## config.mk

```make
export PLATFORM = sky130hd
export DESIGN_NAME = fetch_unit
export DESIGN_NICKNAME = d
export VERILOG_FILES = /design/src/rtl/fetch_unit.sv
export SDC_FILE = /design/constraint.sdc
export NUM_CORES = 1
export LEC_CHECK = 0
export CAP_MARGIN = 25
export CORE_MARGIN = 5
export CORE_UTILIZATION = 55
export DETAILED_ROUTE_END_ITERATION = 12
export PLACE_DENSITY = 0.86
export SLEW_MARGIN = 10
export SYNTH_ARGS = -nofsm -noshare
export SYNTH_HDL_FRONTEND = slang
export SYNTH_SLANG_ARGS = --single-unit
```

## constraint.sdc

```tcl
create_clock -name clk -period 4.27 [get_ports clk]
set_input_delay 0.854 -clock clk [delete_from_list [all_inputs] [get_ports clk]]
set_output_delay 0.854 -clock clk [all_outputs]
set_load 0.005 [all_outputs]
```

## src/rtl/fetch_unit.sv

```systemverilog
// ---------------------------------------------------------------------------
// fetch_unit
//
// Front-end fetch stage. Generates sequential PCs, issues instruction-memory
// requests, pairs the in-order memory responses with the PCs that requested
// them, and hands {pc, instr} packets to the fetch->decode skid buffer with a
// valid/ready handshake. A backend redirect flushes everything fetched or in
// flight and restarts fetch at the redirect PC.
//
// Ports
//   clk, reset        clock; synchronous active-high reset
//   imem_req_valid    request valid
//   imem_req_ready    memory accepts the request
//   imem_req_addr     request address (current fetch PC)
//   imem_resp_valid   response valid (never back-pressured)
//   imem_resp_data    instruction word of the oldest outstanding request
//   redirect_valid    flush and restart at redirect_pc
//   redirect_pc       restart address
//   out_valid         packet valid to the skid buffer
//   out_ready         skid buffer accepts the packet
//   out_pc, out_instr packet contents (head slot, combinational)
//
// Every request owns one queue slot from issue until its packet is
// dequeued, so the slot queue doubles as the outstanding-request limiter.
// Three pointers walk the queue: tail (next slot to allocate on issue),
// fill (next slot to receive a response) and head (next slot to emit).
// ---------------------------------------------------------------------------
module fetch_unit #(
  parameter int              XLEN            = 32,
  parameter logic [XLEN-1:0] RESET_PC        = '0,
  parameter int              MAX_OUTSTANDING = 4
) (
  input  logic            clk,
  input  logic            reset,
  output logic            imem_req_valid,
  input  logic            imem_req_ready,
  output logic [XLEN-1:0] imem_req_addr,
  input  logic            imem_resp_valid,
  input  logic [XLEN-1:0] imem_resp_data,
  input  logic            redirect_valid,
  input  logic [XLEN-1:0] redirect_pc,
  output logic            out_valid,
  input  logic            out_ready,
  output logic [XLEN-1:0] out_pc,
  output logic [XLEN-1:0] out_instr
);

  localparam int              PW      = $clog2(MAX_OUTSTANDING);
  localparam int              CW      = PW + 1;
  localparam logic [CW-1:0]   MAX_CNT = CW'(MAX_OUTSTANDING);
  localparam logic [XLEN-1:0] PC_STEP = XLEN'(4);
  localparam logic [CW-1:0]   CNT_ONE = CW'(1);

  // Control state (reset)
  logic [XLEN-1:0]            fetch_pc;
  logic [PW-1:0]              head_ptr;
  logic [PW-1:0]              fill_ptr;
  logic [PW-1:0]              tail_ptr;
  logic [CW-1:0]              occupancy;
  logic [CW-1:0]              unfilled_cnt;
  logic [CW-1:0]              drop_count;
  logic [MAX_OUTSTANDING-1:0] slot_filled;

  // Slot payload (not reset; only read once the slot is marked filled)
  logic [XLEN-1:0] slot_pc    [MAX_OUTSTANDING];
  logic [XLEN-1:0] slot_instr [MAX_OUTSTANDING];

  logic                       issue_fire;
  logic                       resp_accept;
  logic                       resp_drop;
  logic                       deq_fire;
  logic [CW-1:0]              outstanding_total;
  logic [CW-1:0]              redirect_drop;
  logic [MAX_OUTSTANDING-1:0] slot_filled_nxt;
  logic [CW-1:0]              issue_ext;
  logic [CW-1:0]              deq_ext;
  logic [CW-1:0]              accept_ext;

  // Request side: occupancy is the registered value, so a dequeue from a
  // full queue only re-enables issue on the following cycle.
  assign imem_req_valid = !reset && !redirect_valid && (occupancy < MAX_CNT);
  assign imem_req_addr  = reset ? RESET_PC : fetch_pc;
  assign issue_fire     = imem_req_valid && imem_req_ready;

  // Response side: stale responses (owed to requests issued before a
  // redirect) are counted down in drop_count and never reach a slot.
  assign resp_accept = imem_resp_valid && (drop_count == '0) && !redirect_valid;
  assign resp_drop   = imem_resp_valid && (drop_count != '0);

  // Output side: a response lands in a slot on the clock edge, so it is
  // visible here no earlier than the cycle after it arrived.
  assign out_valid = !reset && !redirect_valid && slot_filled[head_ptr];
  assign out_pc    = slot_pc[head_ptr];
  assign out_instr = slot_instr[head_ptr];
  assign deq_fire  = out_valid && out_ready;

  assign issue_ext  = {{PW{1'b0}}, issue_fire};
  assign deq_ext    = {{PW{1'b0}}, deq_fire};
  assign accept_ext = {{PW{1'b0}}, resp_accept};

  // Responses still owed by memory: requests in unfilled slots plus those
  // already written off by earlier redirects. A response arriving in the
  // redirect cycle itself settles one of them.
  always_comb begin
    outstanding_total = unfilled_cnt + drop_count;
    redirect_drop     = outstanding_total;
    if (imem_resp_valid && (outstanding_total != '0)) begin
      redirect_drop = outstanding_total - CNT_ONE;
    end
  end

  // Issue, fill and dequeue never touch the same slot in one cycle:
  // tail==head only when empty (no dequeue) or full (no issue), and the
  // fill slot is always unfilled, so it can be neither head-filled nor tail.
  always_comb begin
    slot_filled_nxt = slot_filled;
    if (issue_fire) begin
      slot_filled_nxt[tail_ptr] = 1'b0;
    end
    if (resp_accept) begin
      slot_filled_nxt[fill_ptr] = 1'b1;
    end
    if (deq_fire) begin
      slot_filled_nxt[head_ptr] = 1'b0;
    end
  end

  // Control registers
  always_ff @(posedge clk) begin
    if (reset) begin
      fetch_pc     <= RESET_PC;
      head_ptr     <= '0;
      fill_ptr     <= '0;
      tail_ptr     <= '0;
      occupancy    <= '0;
      unfilled_cnt <= '0;
      drop_count   <= '0;
      slot_filled  <= '0;
    end else if (redirect_valid) begin
      fetch_pc     <= redirect_pc;
      head_ptr     <= '0;
      fill_ptr     <= '0;
      tail_ptr     <= '0;
      occupancy    <= '0;
      unfilled_cnt <= '0;
      drop_count   <= redirect_drop;
      slot_filled  <= '0;
    end else begin
      if (issue_fire) begin
        fetch_pc <= fetch_pc + PC_STEP;
        tail_ptr <= tail_ptr + 1'b1;
      end
      if (resp_accept) begin
        fill_ptr <= fill_ptr + 1'b1;
      end
      if (deq_fire) begin
        head_ptr <= head_ptr + 1'b1;
      end
      if (resp_drop) begin
        drop_count <= drop_count - CNT_ONE;
      end
      occupancy    <= occupancy + issue_ext - deq_ext;
      unfilled_cnt <= unfilled_cnt + issue_ext - accept_ext;
      slot_filled  <= slot_filled_nxt;
    end
  end

  // Slot payload
  always_ff @(posedge clk) begin
    if (issue_fire) begin
      slot_pc[tail_ptr] <= fetch_pc;
    end
    if (resp_accept) begin
      slot_instr[fill_ptr] <= imem_resp_data;
    end
  end

endmodule

```

Yosys cells after proc, flatten, opt, wreduce, memory -nomap -nowiden:

Memory sizes are Yosys's and may differ from the RTL's. A register that Yosys moved wholly into a read port is not among the register bits.
Cells that the tools add are included.

* flip-flop bits (word level): 51
* memory bits (writable): 256
* memories: 2
* output and inout port bits: 98
* input bits: 70

* $add $sub $neg: 11
* mux-type cells: 25
* reduce and logical (&&, ||, !) cells: 20
* magnitude comparators: 7
* bitwise logic cells: 5

Memory list
* slot_instr: depth 4, width 32, read ports 1, clocked after memory_dff 1, write ports 1, RTL line 66 `logic [XLEN-1:0] slot_instr [MAX_OUTSTANDING];`
* slot_pc: depth 4, width 32, read ports 1, clocked after memory_dff 1, write ports 1, RTL line 65 `logic [XLEN-1:0] slot_pc [MAX_OUTSTANDING];`

Operator list (count)
* $mux W32: 3
* $add A32 B3 Y32 const B: 1
* $logic_and A1 B1 Y1: 12
* $mux W4: 3
* $lt A2 B3 Y1 const B: 3
* $mux W3: 3
* $and A4 B4 Y4: 2
* $mux W1: 8
* $mux W2: 4
* $not A4 Y4: 2
* $add A2 B1 Y2 const B: 3
* $add A3 B1 Y3: 2
* $demux W1 S2: 3
* $ge A2 B1 Y1 const B: 3
* $reduce_bool A3 Y1: 2
* $sub A3 B1 Y3: 2
* $sub A3 B1 Y3 const B: 2
* $or A4 B4 Y4: 1
* $reduce_bool A2 Y1: 2
* $add A3 B3 Y3: 1
* $logic_not A3 Y1: 1
* $lt A3 B3 Y1 const B: 1
* $bmux W1 S2: 1
* $logic_not A1 Y1: 2
* $reduce_or A2 Y1: 1

Logic depth before layout (Yosys ltp):

Gate-level depths: netlist of the first run.

* depth in word-level cells: 11
* gate-level depth with buffers: 11
* depth with buffers taken out: 10

Worst setup path after synthesis of the first run:

Ideal clock, no wire load.

* path type: input port to flip-flop
* from: input port reset
* to: register occupancy[2]
* path slack: 1.268 ns
* setup time: 0.128 ns
* data required time: 4.142 ns
* cell stages on the path: 11
* buffers on the path: 2
* data arrival time: 2.874 ns
* path through: nor4b_4 inv_2 buf_2 buf_1 ha_1 inv_1 ha_1 fa_1 xnor2_1 xnor2_1 nor2_1

* longest elaborated chain between the ends: 6
* elaborated cells on any way between the ends: 9
* those cells by class: add/sub (2); reduce/logical (7)

Ends and longest elaborated chain
* from (decl): RTL line 34 `input logic reset,`
* $logic_not A1 Y1: RTL line 81, 92
* $logic_and A1 B1 Y1: RTL line 81, 92
* $logic_and A1 B1 Y1: RTL line 81 `assign imem_req_valid = !reset && !redirect_valid && (occupancy < MAX_CNT);`
* $logic_and A1 B1 Y1: RTL line 83 `assign issue_fire = imem_req_valid && imem_req_ready;`
* $add A3 B1 Y3: RTL line 162 `occupancy <= occupancy + issue_ext - deq_ext;`
* $sub A3 B1 Y3: RTL line 162
* to (signal assigned): RTL line 162
* to (decl): RTL line 59 `logic [CW-1:0] occupancy;`

Several ways; a longest one is shown, not always the timed one.
A chain may end at the register's enable or synchronous reset.

==> flow_summary.toml, run 1 <==
[drt]
drt-total-wl_um = 28040
route.detailed.drc = 0
drt-wirelength-per-cell_um = 22.41
vias = 7508
firstDrtPassIters = 5
dr.first_iter.drc_count = 703
ant_nets = 0
drt-vias-per-instance = 6.002

[clock_tree]
cts_made_buffers = 31
cts.sinks = 309
path_clk_slew_ps = 60
htree_levels = 1
worstSkewPairLatency_ps = 530
postCtsResizedCells = 0
cts_hold_buffers = 0
cts_setup_buffers = 0
clock_tree.buffer_depth = 3
cts_tree = "done"
root_buffer = "clkbuf_16"

[setup_path]
worstPathMaxFanout = 27
path_cells = "buf_4, mux4_2, clkdlybuf4s50_1"
end_kind = "output pin"
crit_type = "reg2out"
cp_slowest_cell = "dfxtp_4"
critPathTopFamily = "buffers and inverters"
critPathMaxStageDelay_ps = 720
r2r_start = "head_ptr[0]$_SDFFE_PP0N_"
cp-start-kind = "register"
cp.arrival_ps = 2700
worstPathRequired_ps = 3420
crit_buf_inv = 2

[power_and_ir_drop]
ir_drop_mv = 0.2618
power.density_nw_per_um2 = 412.3
p_leak_uw = 0.005063

[logic_synthesis]
async_flop_share_pct = 0
syn_area_per_cell_um2 = 16.55
synth_seq_cells = 309
ys.warnings.count = 0
netlist_area_um2 = 12680
syn-num-nets = 860
synth_enable_flop_cells = 256
synth-seq-area-share_pct = 69.02
yosysUniqueCellTypes = 57
synthCells = 766
synth_flop_cell = "edfxtp_1"

[place]
port_buffers = 167
gp_congestion = 0.8397
dp_slack_ps = 947.8
hpwl_um = 18000
placed_area_um2 = 14690

[final_layout]
n_fill_cell = 1437
drive_gt1_share_pct = 14.82
final_area_um2 = 15660
area_growth_pct = 23.53
fin_util_pct = 69.16
nNetsFinal = 1037

[sta]
fin_crit_ps = 3559
hold_ws_ps = 501.5
drv_slew = 0
max-slew-margin-rel_pct = 46.82
rsz0062_at_grt = "false"
worst_slack_ps = 711.4
fin_setup_tns_ps = 0
fin_crit_sh_pct = 83.34
finalClockSkew_ps = 16.20
worst_pin_slew_ps = 796.0
fmax_mhz = 281.0
hold_violations = 0
setup_viol = 0

[die]
die_w_um = 161.8
die-height_um = 161.8
start_util_pct = 55.99
core_um2 = 22640
fp.dieArea_um2 = 26180
ios = 168
row_count = 55

[global_route]
grt_overflow = 0
grt_antenna_before_repair = 0
grt_pass1_vias = 7696
grt_pass1_wl_um = 43620
gr-usage-all-layers_pct = 21.40
grt_max_degree = 44

[worst_hold_path]
hold_path.class = "reg2reg"
worstHoldStart = "tail_ptr[0]$_SDFFE_PP0P_"

[outcome]
status = "finished clean"

[job]
cap_viol_max_count = 0
[logic make-up after synthesis]
logic type | synth area share, %
buf+inv | 2.171
simple gates | 8.814
mux | 12.12
fa+ha+maj | 2.547
compound gates | 4.156
xor+xnor | 1.175
flops | 69.02
[where the power goes]
group	internal, uW	leakage, uW	switching [uW]
clock	1480	0.000470	1070
combinational	261	0.00184	219
sequential	3350	0.00275	73.9
total	5090	0.00506	1360
[path summary, 6_finish.rpt]
path,to,slack (ps),depth (start not counted)
max,out_pc[8],710,3
min reg2reg,tail_ptr[0]$_SDFFE_PP0P_,500,2
min,tail_ptr[0]$_SDFFE_PP0P_,500,2
max reg2reg,occupancy[2]$_SDFF_PP0_,1620,9
[layout make-up]
type                    instances  area [um^2]  area share, %
inverters                      27        101.3         0.6472
diodes                          1        2.502        0.01598
repair buffers                186         1822          11.63
clock buffers                  38        822.0          5.250
multi-input cells             388         3652          23.32
well taps                     285        356.6          2.277
flip-flops and latches        309         8756          55.92
clock inverters                17        146.4         0.9349
[layer usage]
metal	global-route usage (%)	up-vias	part of all wire [%]	wire, um
met2	36.26	312	51	14240
li1	-	3374	-	-
met4	7.805	0	3.3	918
met5	0	-	0	0
met1	28.60	3764	39	11020
met3	3.121	58	6.6	1861
[flip-flops by register name (all words and copies together) (netlist names), named ones only]
| signal | cells |
|---|---|
| fill_ptr | 2 |
| drop_count | 3 |
| unfilled_cnt | 3 |
| slot_filled | 4 |
| slot_pc | 128 |
| fetch_pc | 32 |
| slot_instr | 128 |
| occupancy | 3 |
| tail_ptr | 2 |
| head_ptr | 2 |
[stage by stage]
step / instances / power (uW)
4_1_cts: 1250 / 6506
2_1_floorplan: 766 / 3701
3_5_place_dp: 1195 / 3965
5_1_grt: 1250 / 6696
3_3_place_gp: 1195 / 3945
6_report: 1251 / 6456
[tightest hold or removal path: stages (launching register included)]
cell and delay (ps):
dfxtp_1 340, nand2_1 70, a21oi_1 50
[cell usage after synthesis, types with 11 or more instances]
master | number | share of area, %
mux4_2 | 65 | 12
edfxtp_1 | 256 | 61
dfxtp_1 | 53 | 8.4
ha_1 | 21 | 2.1
a31oi_1 | 12 | 0.59
and2_1 | 14 | 0.69
nand2_1 | 47 | 1.4
nor2_1 | 33 | 0.98
clkbuf_1 | 25 | 0.74
nand4_1 | 11 | 0.54
inv_1 | 25 | 0.74
nor2b_1 | 27 | 1.3
xnor2_1 | 13 | 0.90
nand3_1 | 22 | 0.87
[layout by cell type (no fill, tap or decap), types with 13 or more instances in the layout]
master	instances
clkdlybuf4s50_1	166
inv_1	25
nand2_1	47
ha_1	21
buf_4	18
nand3_1	22
clkbuf_16	31
dfxtp_1	51
edfxtp_1	256
xnor2_1	13
nor2_1	33
mux4_2	65
nor2b_1	27
and2_1	14
No activity file was read; power rests on OpenSTA's default activity.
==> run 2, diff against run 1 <==
clock period = 3.6 ns   (was 4.27 ns; I/O delays follow)
==> run 2 against run 1 <==
  * Critical path depth did not move
  * Highest routed layer unchanged
  * Routed wire length fell by 3.7%
  * Total power increased by 20%
  * Worst setup slack got worse by 170 ps
  * Sequential share of layout area down 0.30 points
  * Largest cell class unchanged
  * Critical path type unchanged
  * Utilization grew 0.38 points
  * Combinational power up 20%
  * Register-to-register slack got worse by 700 ps
  * Die area unchanged
==> flow_summary.toml, run 2 (synthesized netlist as in run 1, its figures left out) <==
[outcome]
status = "finished clean"

[drt]
ant_nets = 0
drt-total-wl_um = 27010
dr.first_iter.drc_count = 585
vias = 7460
firstDrtPassIters = 6
drt-wirelength-per-cell_um = 21.54
route.detailed.drc = 0
drt-vias-per-instance = 5.949

[die]
core_um2 = 22640
die_w_um = 161.8
ios = 168
fp.dieArea_um2 = 26180
start_util_pct = 55.99
die-height_um = 161.8
row_count = 55

[final_layout]
n_fill_cell = 1438
final_common_cell = "edfxtp_1"
reg.largest.list = "slot_instr x128, slot_pc x128, fetch_pc x32"
mostFrequentLayoutCells = "256 x edfxtp_1, 166 x clkdlybuf4s50_1, 65 x mux4_2"
drive_gt1_share_pct = 15.17
area_growth_pct = 24.20
fin_util_pct = 69.54
nNetsFinal = 1039
diodes = 0

[job]
cap_viol_max_count = 0

[sta]
setup_viol = 0
worst_slack_ps = 541.8
drv_slew = 0
fin_setup_tns_ps = 0
fmax_mhz = 327.0
hold_violations = 0
finalClockSkew_ps = 29.70
max-slew-margin-rel_pct = 64.32
fin_crit_ps = 3058
rsz0062_at_grt = "false"
worst_pin_slew_ps = 534.5
fin_crit_sh_pct = 84.95

[clock_tree]
cts_setup_buffers = 0
postCtsResizedCells = 0
cts_tree = "done"
cts_hold_buffers = 0
htree_levels = 1
cts.sinks = 309
root_buffer = "clkbuf_16"
clock_tree.buffer_depth = 3
worstSkewPairLatency_ps = 550
path_clk_slew_ps = 60
cts_made_buffers = 30

[global_route]
grt_pass1_vias = 7696
grt_antenna_before_repair = 0
grt_pass1_wl_um = 42150
grt_overflow = 0
gr-usage-all-layers_pct = 20.44
grt_max_degree = 63

[worst_hold_path]
holdPathStages = 2
worstHoldStart = "reset"
hold_path.class = "in2reg"

[setup_path]
cp-start-kind = "register"
r2r_setup_slack_ps = 920
r2r_cells = 9
end_kind = "output pin"
cp.arrival_ps = 2340
crit_end = "out_pc[27]"
worstPathRequired_ps = 2880
r2r_start = "head_ptr[0]$_SDFFE_PP0N_"
crit_type = "reg2out"
timing.rr.end = "occupancy[2]$_SDFF_PP0_"
worstPathMaxFanout = 36

[place]
hpwl_um = 17670
port_buffers = 167
gp_congestion = 0.8238
dp_slack_ps = 589.0

[power_and_ir_drop]
clock_power_share_pct = 40.1
power.density_nw_per_um2 = 491.0
power.net_switching_uw = 1609
ir_drop_mv = 0.2927
pwr-share-seq_pct = 52.5
finalPower_uw = 7731
p_leak_uw = 0.005116
p_comb_share_pct = 7.4
intPower_uw = 6122
power_switching_share_pct = 20.81
## run 2: cell count changes in the layout (fill, tap and decap cells not counted), sizes merged
cell	change
clkinvlp	-4
buf	+3
clkbuf	+2
clkinv	+2
bufinv	+1
diode	-1
## run 2: worst max-delay path: stages (launching register included)
cell and delay (ps):
dfxtp_4 630, buf_12 300, mux4_2 330, clkdlybuf4s50_1 520
## run 2: how the worst min path moves through the flow
stage | endpoint | slack, ps
after CTS | fetch_pc[4]$_SDFFE_PP0N_ | 480
after floorplan | slot_pc[0][8]$_DFFE_PP_ | 450
after global placement | tail_ptr[0]$_SDFFE_PP0P_ | 490
final | fetch_pc[4]$_SDFFE_PP0N_ | 490
after detailed placement | tail_ptr[1]$_SDFFE_PP0P_ | 500
after global routing | drop_count[1]$_SDFFE_PP0P_ | 500
## run 2: metal layers
metal	GRT usage [%]	share of wire (%)
met4	6.344	2.7
met1	27.35	40
met2	34.89	51
met5	0	0
met3	3.324	6.1
## run 2: stage by stage
step	hold WS (ps)	cells	instance area [um^2]
2_1_floorplan	454.8	766	12680
3_3_place_gp	492.0	1198	14750
3_5_place_dp	500.9	1198	14750
4_1_cts	477.8	1254	15740
5_1_grt	501.5	1254	15740
6_report	491.3	1254	15740
## run 2: layout make-up
cell class                      instances  area (um^2)  share of cell area (%)
Multi-Input combinational cell        388         3652                   23.20
Clock inverter                         16        166.4                   1.057
Inverter                               27        101.3                  0.6437
Tap cell                              285        356.6                   2.265
Timing Repair Buffer                  189         1882                   11.95
Clock buffer                           40        829.5                   5.269
Sequential cell                       309         8756                   55.61
## run 2: power groups by stage
| stage | Clock (uW) | Sequential (uW) | Combinational [uW] |
|---|---|---|---|
| after floorplan | 0 | 4100 | 292 |
| after global placement | 0 | 4120 | 564 |
| after detailed placement | 0 | 4130 | 577 |
| after CTS | 3160 | 4060 | 581 |
| after global routing | 3320 | 4070 | 626 |
| final | 3100 | 4060 | 574 |
